**config.mk**
```make
export PLATFORM = sky130hd
export DESIGN_NAME = bool_xor_sequencer_flat
export DESIGN_NICKNAME = d
export VERILOG_FILES = /design/src/rtl/bool_xor_sequencer_if.sv /design/src/rtl/bool_xor_sequencer.sv /design/src/flat_wrapper.sv
export SDC_FILE = /design/constraint.sdc
export NUM_CORES = 1
export LEC_CHECK = 0
export BUFFER_PORTS_ARGS = -buffer_cell sky130_fd_sc_hd__buf_2
export CAP_MARGIN = 30
export CELL_PAD_IN_SITES_DETAIL_PLACEMENT = 1
export CELL_PAD_IN_SITES_GLOBAL_PLACEMENT = 2
export CORE_MARGIN = 1.5
export CORE_UTILIZATION = 25
export CTS_CLUSTER_DIAMETER = 80
export DETAILED_ROUTE_END_ITERATION = 12
export PLACE_DENSITY = 0.74
export SLEW_MARGIN = 20
export SYNTH_ARGS = -nofsm -noshare
export SYNTH_HDL_FRONTEND = slang
export SYNTH_SLANG_ARGS = --single-unit
```
**constraint.sdc**
```tcl
create_clock -name clk -period 1.5 [get_ports clk]
set_input_delay 0.15 -clock clk [delete_from_list [all_inputs] [get_ports clk]]
set_output_delay 0.15 -clock clk [all_outputs]
set_load 0.005 [all_outputs]
```
**src/rtl/bool_xor_sequencer_if.sv**
```systemverilog
// bool_xor_sequencer_if: operand/result handshake bundle between the sequencer and its environment
interface bool_xor_sequencer_if #(parameter int BUS_WIDTH = 4);
  logic [BUS_WIDTH-1:0] in_bus;
  logic                 in_valid;
  logic                 in_ready;
  logic [BUS_WIDTH-1:0] xor_in_bus1;
  logic [BUS_WIDTH-1:0] xor_in_bus2;
  logic [BUS_WIDTH-1:0] xor_out_bus;
  logic [BUS_WIDTH-1:0] out_bus;
  logic                 out_valid;
  logic                 out_ready;
  logic                 out_zero;
  logic [7:0]           result_count;
  logic                 busy;
  modport master (
    output in_bus, in_valid, xor_out_bus, out_ready,
    input  in_ready, xor_in_bus1, xor_in_bus2, out_bus, out_valid, out_zero, result_count, busy
  );
  modport slave (
    input  in_bus, in_valid, xor_out_bus, out_ready,
    output in_ready, xor_in_bus1, xor_in_bus2, out_bus, out_valid, out_zero, result_count, busy
  );
endinterface

```
**src/rtl/bool_xor_sequencer.sv**
```systemverilog
// bool_xor_sequencer: two-beat operand loader around p_xor with a registered, backpressured result
module bool_xor_sequencer #(
  parameter int BUS_WIDTH = 4
) (
  input logic                    clk,
  input logic                    reset_n,
  input logic                    flush,
  bool_xor_sequencer_if.slave    s
);
  typedef enum logic [1:0] {LOAD_A, LOAD_B, EVAL, HOLD} state_t;
  state_t               state_q;
  logic [BUS_WIDTH-1:0] op1_q, op2_q, out_bus_q;
  logic                 out_valid_q, out_zero_q;
  logic [7:0]           result_count_q;
  always_ff @(posedge clk) begin
    if (!reset_n) begin
      state_q        <= LOAD_A;
      op1_q          <= '0;
      op2_q          <= '0;
      out_bus_q      <= '0;
      out_valid_q    <= 1'b0;
      out_zero_q     <= 1'b0;
      result_count_q <= 8'd0;
    end else if (flush) begin
      state_q     <= LOAD_A;
      out_valid_q <= 1'b0;
    end else begin
      case (state_q)
        LOAD_A: if (s.in_valid) begin
          op1_q   <= s.in_bus;
          state_q <= LOAD_B;
        end
        LOAD_B: if (s.in_valid) begin
          op2_q   <= s.in_bus;
          state_q <= EVAL;
        end
        EVAL: begin
          out_bus_q   <= s.xor_out_bus;
          out_zero_q  <= ~|s.xor_out_bus;
          out_valid_q <= 1'b1;
          state_q     <= HOLD;
        end
        HOLD: if (s.out_ready) begin
          out_valid_q    <= 1'b0;
          result_count_q <= result_count_q + 8'd1;
          state_q        <= LOAD_A;
        end
      endcase
    end
  end
  assign s.in_ready     = (state_q == LOAD_A) || (state_q == LOAD_B);
  assign s.busy         = state_q != LOAD_A;
  assign s.xor_in_bus1  = op1_q;
  assign s.xor_in_bus2  = op2_q;
  assign s.out_bus      = out_bus_q;
  assign s.out_valid    = out_valid_q;
  assign s.out_zero     = out_zero_q;
  assign s.result_count = result_count_q;
endmodule

```
**src/flat_wrapper.sv**
```systemverilog
// flat-port wrapper written by rule: the top's interface ports become plain ports
module bool_xor_sequencer_flat 
#(
  parameter int BUS_WIDTH = 4
)
  (clk, reset_n, flush, s_in_bus, s_in_valid, s_xor_out_bus, s_out_ready, s_in_ready, s_xor_in_bus1, s_xor_in_bus2, s_out_bus, s_out_valid, s_out_zero, s_result_count, s_busy);
  bool_xor_sequencer_if #(.BUS_WIDTH(BUS_WIDTH)) s_i ();
  input logic clk;
  input logic reset_n;
  input logic flush;
  input wire logic [$bits(s_i.in_bus)-1:0] s_in_bus;
  input wire logic [$bits(s_i.in_valid)-1:0] s_in_valid;
  input wire logic [$bits(s_i.xor_out_bus)-1:0] s_xor_out_bus;
  input wire logic [$bits(s_i.out_ready)-1:0] s_out_ready;
  output wire logic [$bits(s_i.in_ready)-1:0] s_in_ready;
  output wire logic [$bits(s_i.xor_in_bus1)-1:0] s_xor_in_bus1;
  output wire logic [$bits(s_i.xor_in_bus2)-1:0] s_xor_in_bus2;
  output wire logic [$bits(s_i.out_bus)-1:0] s_out_bus;
  output wire logic [$bits(s_i.out_valid)-1:0] s_out_valid;
  output wire logic [$bits(s_i.out_zero)-1:0] s_out_zero;
  output wire logic [$bits(s_i.result_count)-1:0] s_result_count;
  output wire logic [$bits(s_i.busy)-1:0] s_busy;
  assign s_i.in_bus = s_in_bus;
  assign s_i.in_valid = s_in_valid;
  assign s_i.xor_out_bus = s_xor_out_bus;
  assign s_i.out_ready = s_out_ready;
  assign s_in_ready = s_i.in_ready;
  assign s_xor_in_bus1 = s_i.xor_in_bus1;
  assign s_xor_in_bus2 = s_i.xor_in_bus2;
  assign s_out_bus = s_i.out_bus;
  assign s_out_valid = s_i.out_valid;
  assign s_out_zero = s_i.out_zero;
  assign s_result_count = s_i.result_count;
  assign s_busy = s_i.busy;
  bool_xor_sequencer #(.BUS_WIDTH(BUS_WIDTH)) u_core (.clk(clk), .reset_n(reset_n), .flush(flush), .s(s_i));
endmodule
```
[Word-level counts from Yosys, hierarchy flattened]
Index checks and enable logic that the tools add are counted.
Cells by class
  $add $sub $neg: 1
  equal/unequal tests: 6
  mux-type cells: 6
  bitwise gates (word level): 2
  reductions and logical operators: 13
Operators by type and width (number)
  $reduce_and 3->1: 4
  $add 8x1->8 const B: 1
  $pmux 2 s4: 1
  $mux 2: 3
  $ne 2x2->1 const B: 3
  $eq 2x2->1 const B: 2
  $reduce_and 2->1: 2
  $reduce_bool 2->1: 2
  $reduce_or 4->1: 1
  $eq 2x1->1 const B: 1
  $logic_not 2->1: 1
  $not 1->1: 2
  $pmux 1 s2: 1
  $reduce_or 2->1: 1
  $logic_not 1->1: 1
  $logic_or 1x1->1: 1
  $mux 1: 1
Storage, ports and cells
  register bits after elaboration: 24
  input port bits: 13
  output and inout port bits: 24
  word-level logic and storage cells: 35

[Depth between registers and ports, before layout]
Gate-level depths: netlist (run 1).
  depth in word-level cells: 3
  depth in mapped cells: 6
  mapped depth without buffers: 5

[Worst setup path after synthesis (run 1)]
Ideal clock, no wire load.
  kind: register to register
  start: register u_core.state_q[0]
  end: register u_core.result_count_q[7] (netlist: u_core.s.result_count[7])
  library setup time: 71 ps
  arrival: 1408 ps
  required time: 1429 ps
  setup slack: 22 ps
  stages on the path, launching flop included: 5
  buffers on the path: 0
  period minus slack after synthesis: 1478 ps
  cells stage by stage: dfxtp_1 ha_1 nand4b_4 or4_1 a21oi_1
On the way
  longest elaborated chain between the ends: 2
Ends and longest elaborated chain
  start, declared: line bool_xor_sequencer.sv:11  | state_t state_q;
  start signal, assigned: line bool_xor_sequencer.sv:17  | state_q <= LOAD_A;
  start signal, assigned: line bool_xor_sequencer.sv:25  | state_q <= LOAD_A;
  start signal, assigned: line bool_xor_sequencer.sv:31  | state_q <= LOAD_B;
  $eq 2x2->1: line bool_xor_sequencer.sv:28  | case (state_q)
  $reduce_and 3->1 (no line)
  end signal, assigned: line bool_xor_sequencer.sv:45  | result_count_q <= result_count_q + 8'd1;
  end, declared: line bool_xor_sequencer.sv:14  | logic [7:0] result_count_q;
Every way passes these cells.
A chain may end at the register's enable or synchronous reset.

[Worst setup path after layout (run 1)]
  start: register u_core.state_q[0]
  end: output s_in_ready
On the way
  longest elaborated chain between the ends: 2
  elaborated cells on any way between the ends: 3
  those cells by class: eq/ne: 1; reduce/logical: 2
Ends and longest elaborated chain
  $eq 2x1->1 / $logic_not 2->1 (equally long branches): line bool_xor_sequencer.sv:51  | assign s.in_ready = (state_q == LOAD_A) || (state_q == LOAD_B);
  $logic_or 1x1->1 (*): line bool_xor_sequencer.sv:51
  end, declared: line flat_wrapper.sv:15  | output wire logic [$bits(s_i.in_ready)-1:0] s_in_ready;
Mark *: on every way between the ends. The rest lies on a longest branch, timed or not.

==> impl_metrics.toml, run 1 <==
[run]
drv_cap = 0

[place]
placed_area_mm2 = 0.001341
dp_cells = 199
place_hpwl_um = 2043
place.gp.congestion = 0.8014
port_buffers = 36

[hold_path]
hold_start = "s_in_bus[2]"
min_path_cells = 3
hold_path.class = "input port to flip-flop"
hold-path-endpoint = "u_core.s.xor_in_bus1[2]"

[setup_path]
path_class = "flip-flop to output port"
end_kind = "output port"
start_kind = "flip-flop"
cp_data_arrival_time_ps = 1330
reg2reg_setup_slack_ps = 60
rr_endpoint = "u_core.s.result_count[7]"
r2r_cells = 4
crit_path_max_fanout = 3
worstPathRequired_ps = 1350
r2r-start = "u_core.state_q[1]"

[die]
dieHeight_um = 68.26
start_util_pct = 26.24
dieArea_mm2 = 0.004659
io_pins = 37
die_w_um = 68.26
fp-row-count = 23
core_mm2 = 0.004058

[synth]
synth_area_per_cell_um2 = 9.680
synth_seq_cells = 24
synthCells = 110
yosysTopAreaCell = "dfxtp_1"
synth_nets = 129
yosys_warnings = 0
ys_top_cells_by_area = "dfxtp_1 45%, mux2i_1 13%, ha_1 7.1%"
synth_top_area_share_pct = 45.12
syn-cell-area_mm2 = 0.001065
synth-edff-count = 0
yosysUniqueCellTypes = 27
synthFlopType = "dfxtp_1"
ys_seq_area_share_pct = 45.12
async_flop_share_pct = 0

[timing]
timing.final.crit_share_pct = 98.48
maxSlewViolCount = 0
hold_violations = 0
skew_ps = 1.546
tightestPinTransition_ps = 295.8
rsz0062_at_grt = "yes"
max_freq_ghz = 0.6770
relSlewSlack_pct = 80.22
setup_viol = 0
fin_setup_tns_ps = 0
min_period_ps = 1477

[power_and_ir_drop]
irDropWorstVdd_v = 0.0003007
leakage_uw = 0.0006924
p_per_area_mw_per_mm2 = 799.4

[routing]
wirelength_um = 2636
wl_per_cell_um = 12.92
first_iter_violations = 32
ant_nets = 0
dr_total_vias = 954
vias_per_cell = 4.676
firstDrtPassIters = 4
drcViolationCount = 0

[cells_and_area]
n_fill_cell = 486
drive_above_1_share_pct = 39.61
syn_to_final_growth_pct = 34.67
regArea_um2 = 483.0
nets = 175
stdcell_count = 204
final_cell_mix = "36 x buf_2, 22 x dfxtp_1, 18 x nor2_1"
n_antenna_cell = 0
design_area_mm2 = 0.001434
multi_input_area_um2 = 599.3
final_common_cell = "buf_2"

[clock_network]
clkLatencyLatePin_ps = 260
cts_made_buffers = 3
clkSinkCount = 24
cts_root_buf = "clkbuf_8"
path_clk_slew_ps = 80
h-tree-depth = 1
clockBufferDepth = 2
tritoncts = "built"

[grt]
grt_max_degree = 14
antenna_found_initial = 0
grt_usage_pct = 12.33
grt.overflow.total = 0
grt_pass1_wl_um = 4367
grt_pass1_vias = 976

[status]
status = "finished, final reports clean"
-- cell families (layout without fill, tap and decap cells) --
kind of cell	Yosys count	count (layout)	share of synthesized area [%]
AND/OR/NAND/NOR	41	42	21.74
buffers and inverters	7	50	2.467
XOR/XNOR	2	2	1.645
AO/OA/AOI/OAI	16	16	8.813
adder cells (fa/ha/maj)	6	6	7.050
flip-flops	24	24	45.12
multiplexers	14	14	13.16
-- worst max-delay path: stages, from the launching register on --
cell and delay, ps:
dfxtp_2 330, buf_4 140, ha_2 190, or2_2 280
buf_2 130
-- power breakdown --
part           internal, uW  switching (uW)
combinational          58.2            60.7
clock                   179             195
sequential              648            5.63
-- registers in the layout (all words and copies together), names as in the netlist --
signal,cells
u_core.s.xor_in_bus1,4
u_core.s.out_valid,1
u_core.state_q,2
u_core.s.result_count,8
u_core.s.xor_in_bus2,4
u_core.s.out_bus,4
u_core.s.out_zero,1
-- area by class of cell --
| cell class | instances | share of cell area [%] |
|---|---|---|
| Multi-Input combinational cell | 80 | 41.80 |
| Sequential cell | 24 | 33.68 |
| Timing Repair Buffer | 43 | 16.23 |
| Tap cell | 50 | 4.363 |
| Clock buffer | 3 | 2.880 |
| Inverter | 4 | 1.047 |
-- per-stage QoR --
stage | utilization [%] | hold slack [ps] | worst slack, ps | power, uW
2_1_floorplan | - | 293.9 | 21.74 | 721.0
3_3_place_gp | 33.06 | 395.9 | 54.80 | 772.1
3_5_place_dp | 33.06 | 410.2 | 11.53 | 776.4
4_1_cts | 34.69 | 132.5 | 18.30 | 1158
5_1_grt | 35.34 | 154.2 | -63.09 | 1197
6_report | 35.34 | 133.3 | 22.84 | 1146
-- Yosys cell counts, drive strengths merged (3+ instances only) --
master	n
nor2	18
o21ai	3
a21oi	8
mux2i	14
ha	6
nand2	5
dfxtp	24
or3	3
nand3b	3
inv	4
clkbuf	3
-- worst max-delay path by stage --
stage | endpoint | slack (ps) | depth (start not counted) | from
after detailed placement | u_core.s.result_count[7] | 10 | 4 | u_core.state_q[1]
after CTS | u_core.s.result_count[7] | 20 | 4 | u_core.state_q[1]
after floorplan | u_core.s.result_count[7] | 20 | 4 | u_core.state_q[0]
after global routing | u_core.s.result_count[7] | -60 | 4 | u_core.state_q[1]
final | s_in_ready | 20 | 4 | u_core.state_q[0]
after global placement | u_core.s.result_count[7] | 50 | 4 | u_core.state_q[1]
-- repair_timing --
action / 4_1_cts / 5_1_grt
endpoints found under the setup margin: 2 / 11
pin swaps: 0 / 1
hold buffers: 0 / 0
buffers inserted: 1 / 0
gates cloned: 0 / 1
resized for setup: 6 / 3
-- layer usage --
layer | track usage, % | share of wire, %
met1 | 15.10 | 44
met2 | 21.36 | 50
met3 | 2.796 | 4.5
met4 | 3.750 | 0.68
met5 | 0 | 0
Power figures use the tool's default switching activity.
==> inputs of run 2 (changes only) <==
- CELL_PAD_IN_SITES_GLOBAL_PLACEMENT: 2 -> 1
- CORE_UTILIZATION: 25 -> 32
- PLACE_DENSITY: 0.74 -> 0.75
==> run 2 against run 1 <==
Combinational power is 17% higher. Wire length is 6.0% higher. Total power up 9.3%. First-iteration DRC count stayed put.
==> impl_metrics.toml, run 2 (same netlist as run 1, synthesis figures left out) <==
[status]
status = "finished, final reports clean"

[timing]
fin_setup_tns_ps = 0
min_period_ps = 1486
hold_violations = 0
tightestPinTransition_ps = 286.2
max_freq_ghz = 0.6731
timing.final.ws_setup_ps = 14.41
whs_ps = 82.01
maxSlewViolCount = 0
timing.final.crit_share_pct = 99.04
relSlewSlack_pct = 80.86
setup_viol = 0
rsz0062_at_grt = "yes"
skew_ps = 4.547

[power_and_ir_drop]
leakage_uw = 0.0007331
p_per_area_mw_per_mm2 = 831.7
p_total_uw = 1253
irDropWorstVdd_v = 0.0004487

[grt]
antenna_found_initial = 0
grt_usage_pct = 14.94
grt.overflow.total = 0
grt_pass1_vias = 995
grt_max_degree = 22
grt_pass1_wl_um = 4250

[die]
dieArea_mm2 = 0.003683
core_mm2 = 0.003103
die_w_um = 60.69
io_pins = 37
start_util_pct = 34.31
fp-row-count = 20
dieHeight_um = 60.69

[place]
placed_area_mm2 = 0.001341
preCtsSetupSlack_ps = 18.86
port_buffers = 36
place_hpwl_um = 1947
place.gp.congestion = 0.7497

[clock_network]
path_clk_slew_ps = 130
cts_root_buf = "clkbuf_4"
clkLatencyLatePin_ps = 300
cts_made_buffers = 3
h-tree-depth = 1
tritoncts = "built"
clkSinkCount = 24
clockBufferDepth = 2

[routing]
drcViolationCount = 0
dr.max_layer_used = "met4"
ant_nets = 0
dr_total_vias = 980
vias_per_cell = 4.828
met1_length_um = 1171
wl_met3_um = 177
firstDrtPassIters = 4
wirelength_um = 2793
route.met2.wl_um = 1433
wl_per_cell_um = 13.76
first_iter_violations = 32

[setup_path]
start_kind = "flip-flop"
cp_data_arrival_time_ps = 1340
worstPathRequired_ps = 1350
end_kind = "output port"
crit_path_max_fanout = 4
path_class = "flip-flop to output port"

[run]
drv_cap = 0

[cells_and_area]
syn_to_final_growth_pct = 41.48
largest_reg_flops = 8
design_area_mm2 = 0.001506
drive_above_1_share_pct = 43.40
final_cell_mix = "35 x buf_2, 21 x dfxtp_1, 18 x nor2_1"
n_antenna_cell = 0
final_common_cell = "buf_2"
nets = 179

[hold_path]
hold_path.class = "input port to flip-flop"
run 2: cell count changes in the layout (fill, tap and decap cells not counted), sizes merged:
| cell | previous run | this run |
|---|---|---|
| bufinv | 0 | 1 |
| buf | 43 | 47 |
run 2: critical path, stage by stage (launching register included):
cell and delay [ps]:
dfxtp_2 360, buf_6 120, inv_8 40, ha_4 150, or2_4 250, buf_6 110
run 2: cell type report:
| cell class | instances | area (um^2) |
|---|---|---|
| clock inverters | 1 | 30.03 |
| multi-input cells | 80 | 613.1 |
| repair buffers | 47 | 276.5 |
| flip-flops and latches | 24 | 484.2 |
| well taps | 44 | 55.05 |
| clock buffers | 3 | 22.52 |
| inverters | 4 | 25.02 |
| fillers | 389 | 1597 |
run 2: what timing repair did:
action,CTS,global route
hold buffers,0,0
pin swaps,1,2
setup buffers,2,2
cloned,0,1
setup endpoints to repair,6,18
gates resized for setup,12,9
run 2: path summary, 6_finish.rpt:
kind | start | to | slack (ps) | depth (start not counted)
max | u_core.state_q[1] | s_in_ready | 10 | 5
min | s_in_bus[2] | u_core.s.xor_in_bus2[2] | 80 | 3
max reg2reg | u_core.state_q[0] | u_core.state_q[1] | 40 | 5
min reg2reg | u_core.s.result_count[7] | u_core.s.result_count[7] | 490 | 2
run 2: layer usage:
metal,global-route usage [%],up-vias
met1,18.19,467
met2,26.73,30
met3,3.412,2
met4,3.416,0
met5,0,-
li1,-,481
run 2: power breakdown:
group | switching [uW] | total [uW] | internal, uW | leakage, uW
clock | 189 | 459 | 270 | 0.0000279
combinational | 69.1 | 139 | 70.0 | 0.000510
sequential | 6.06 | 655 | 649 | 0.000195
total | 265 | 1250 | 988 | 0.000733
run 2: per-stage QoR:
step / instances / util [%]
floorplan: 110 / -
global placement: 194 / 43.23
detailed placement: 194 / 43.23
CTS: 200 / 46.69
global route: 203 / 48.55
finish: 203 / 48.55
==> inputs of run 3 (changes only) <==
- BUFFER_PORTS_ARGS: -buffer_cell sky130_fd_sc_hd__buf_2 -> -buffer_cell sky130_fd_sc_hd__clkbuf_2
==> run 3 against run 2 <==
Clock power down 27%. Non-clock buffer count shrank 1. Sequential power barely moved. Core utilization is 1.0 points lower.
==> impl_metrics.toml, run 3 (same netlist as run 1, synthesis figures left out) <==
[routing]
drcViolationCount = 0
ant_nets = 0
wirelength_um = 2593
firstDrtPassIters = 4
dr_total_vias = 973
vias_per_cell = 4.817
wl_per_cell_um = 12.84
first_iter_violations = 19

[setup_path]
start_kind = "flip-flop"
worstPathRequired_ps = 1350
crit_path_max_fanout = 4
cp_data_arrival_time_ps = 1320
path_class = "flip-flop to output port"
end_kind = "output port"

[cells_and_area]
syn_to_final_growth_pct = 38.43
largest_reg_flops = 8
final_util_pct = 47.50
final_common_cell = "clkbuf_2"
n_fill_cell = 397
nets = 178
n_antenna_cell = 0
multi_input_area_um2 = 613.1
drive_above_1_share_pct = 43.67
regArea_um2 = 484.2
final_cell_mix = "35 x clkbuf_2, 21 x dfxtp_1, 18 x nor2_1"
design_area_mm2 = 0.001474

[timing]
skew_ps = 2.814
whs_ps = 87.37
tightestPinTransition_ps = 292.6
setup_viol = 0
fin_setup_tns_ps = 0
maxSlewViolCount = 0
min_period_ps = 1473
hold_violations = 0
timing.final.crit_share_pct = 98.18
relSlewSlack_pct = 80.43
max_freq_ghz = 0.6790
rsz0062_at_grt = "yes"

[grt]
grt.overflow.total = 0
grt_usage_pct = 15.66
grt_pass1_vias = 1000
grt.met2_usage_pct = 28.42
antenna_found_initial = 0
top_usage_layer = "met2"
use_met3_pct = 2.985
grt_max_degree = 22
grt_pass1_wl_um = 4402
grt_use_met1_pct = 19.04

[place]
placed_area_mm2 = 0.001341
port_buffers = 36
place.gp.congestion = 0.7567
place_hpwl_um = 1885

[clock_network]
cts_hold_buf = 0
h-tree-depth = 1
tritoncts = "built"
clkSinkCount = 24
clockBufferDepth = 2
path_clk_slew_ps = 130
cts_made_buffers = 3
cts_root_buf = "clkbuf_4"
clkLatencyLatePin_ps = 310

[die]
dieArea_mm2 = 0.003683
core_mm2 = 0.003103
die_w_um = 60.69
start_util_pct = 34.31
fp-row-count = 20
dieHeight_um = 60.69
io_pins = 37

[run]
drv_cap = 0

[power_and_ir_drop]
p_total_uw = 1119
irDropWorstVdd_v = 0.0003623
leakage_uw = 0.0007304
p_per_area_mw_per_mm2 = 759.3

[hold_path]
hold_path.class = "input port to flip-flop"

[status]
status = "finished, final reports clean"
==> run 3: worst max-delay path: stages, from the launching register on <==
cell,delay [ps]
dfxtp_2,360
buf_6,110
inv_6,40
ha_4,160
or2_4,230
clkbuf_2,110
==> run 3: worst paths after layout <==
check | start | endpoint | cells past startpoint | slack, ps
setup / recovery | u_core.state_q[1] | s_in_ready | 5 | 30
hold / removal | s_in_bus[0] | u_core.s.xor_in_bus1[0] | 3 | 90
setup reg to reg | u_core.state_q[0] | u_core.s.result_count[6] | 4 | 40
hold reg to reg | u_core.s.result_count[7] | u_core.s.result_count[7] | 2 | 490
==> run 3: layout make-up <==
class | count | share of cell area (%)
flip-flops and latches | 24 | 32.85
multi-input cells | 80 | 41.60
inverters | 4 | 1.528
clock buffers | 4 | 2.462
repair buffers | 46 | 17.83
well taps | 44 | 3.735
==> run 3: what timing repair did <==
| item | in CTS | in global routing |
|---|---|---|
| resized for setup | 14 | 7 |
| pin swaps | 1 | 0 |
| cloned | 0 | 1 |
| setup endpoints to repair | 4 | 10 |
| setup buffers | 2 | 1 |
==> run 3: report_power, final <==
part	internal [uW]	switching (uW)	leakage, uW
clock network	148	186	0.0000210
logic	64.7	64.8	0.000514
registers	649	6.60	0.000195
total	861	258	0.000730
==> run 3: metal layers <==
layer | vias to the layer above | part of all wire [%] | routed length (um)
met5 | - | 0 | 0
met4 | 0 | 0.73 | 19
met3 | 2 | 5.1 | 131
met2 | 28 | 52 | 1361
met1 | 460 | 42 | 1081
li1 | 483 | - | -
==> run 3: through the flow <==
stage	setup WS [ps]	instances
finish	27.25	202
global route	-44.95	202
CTS	4.070	200
detailed placement	31.11	194
global placement	89.59	194
floorplan	21.74	110
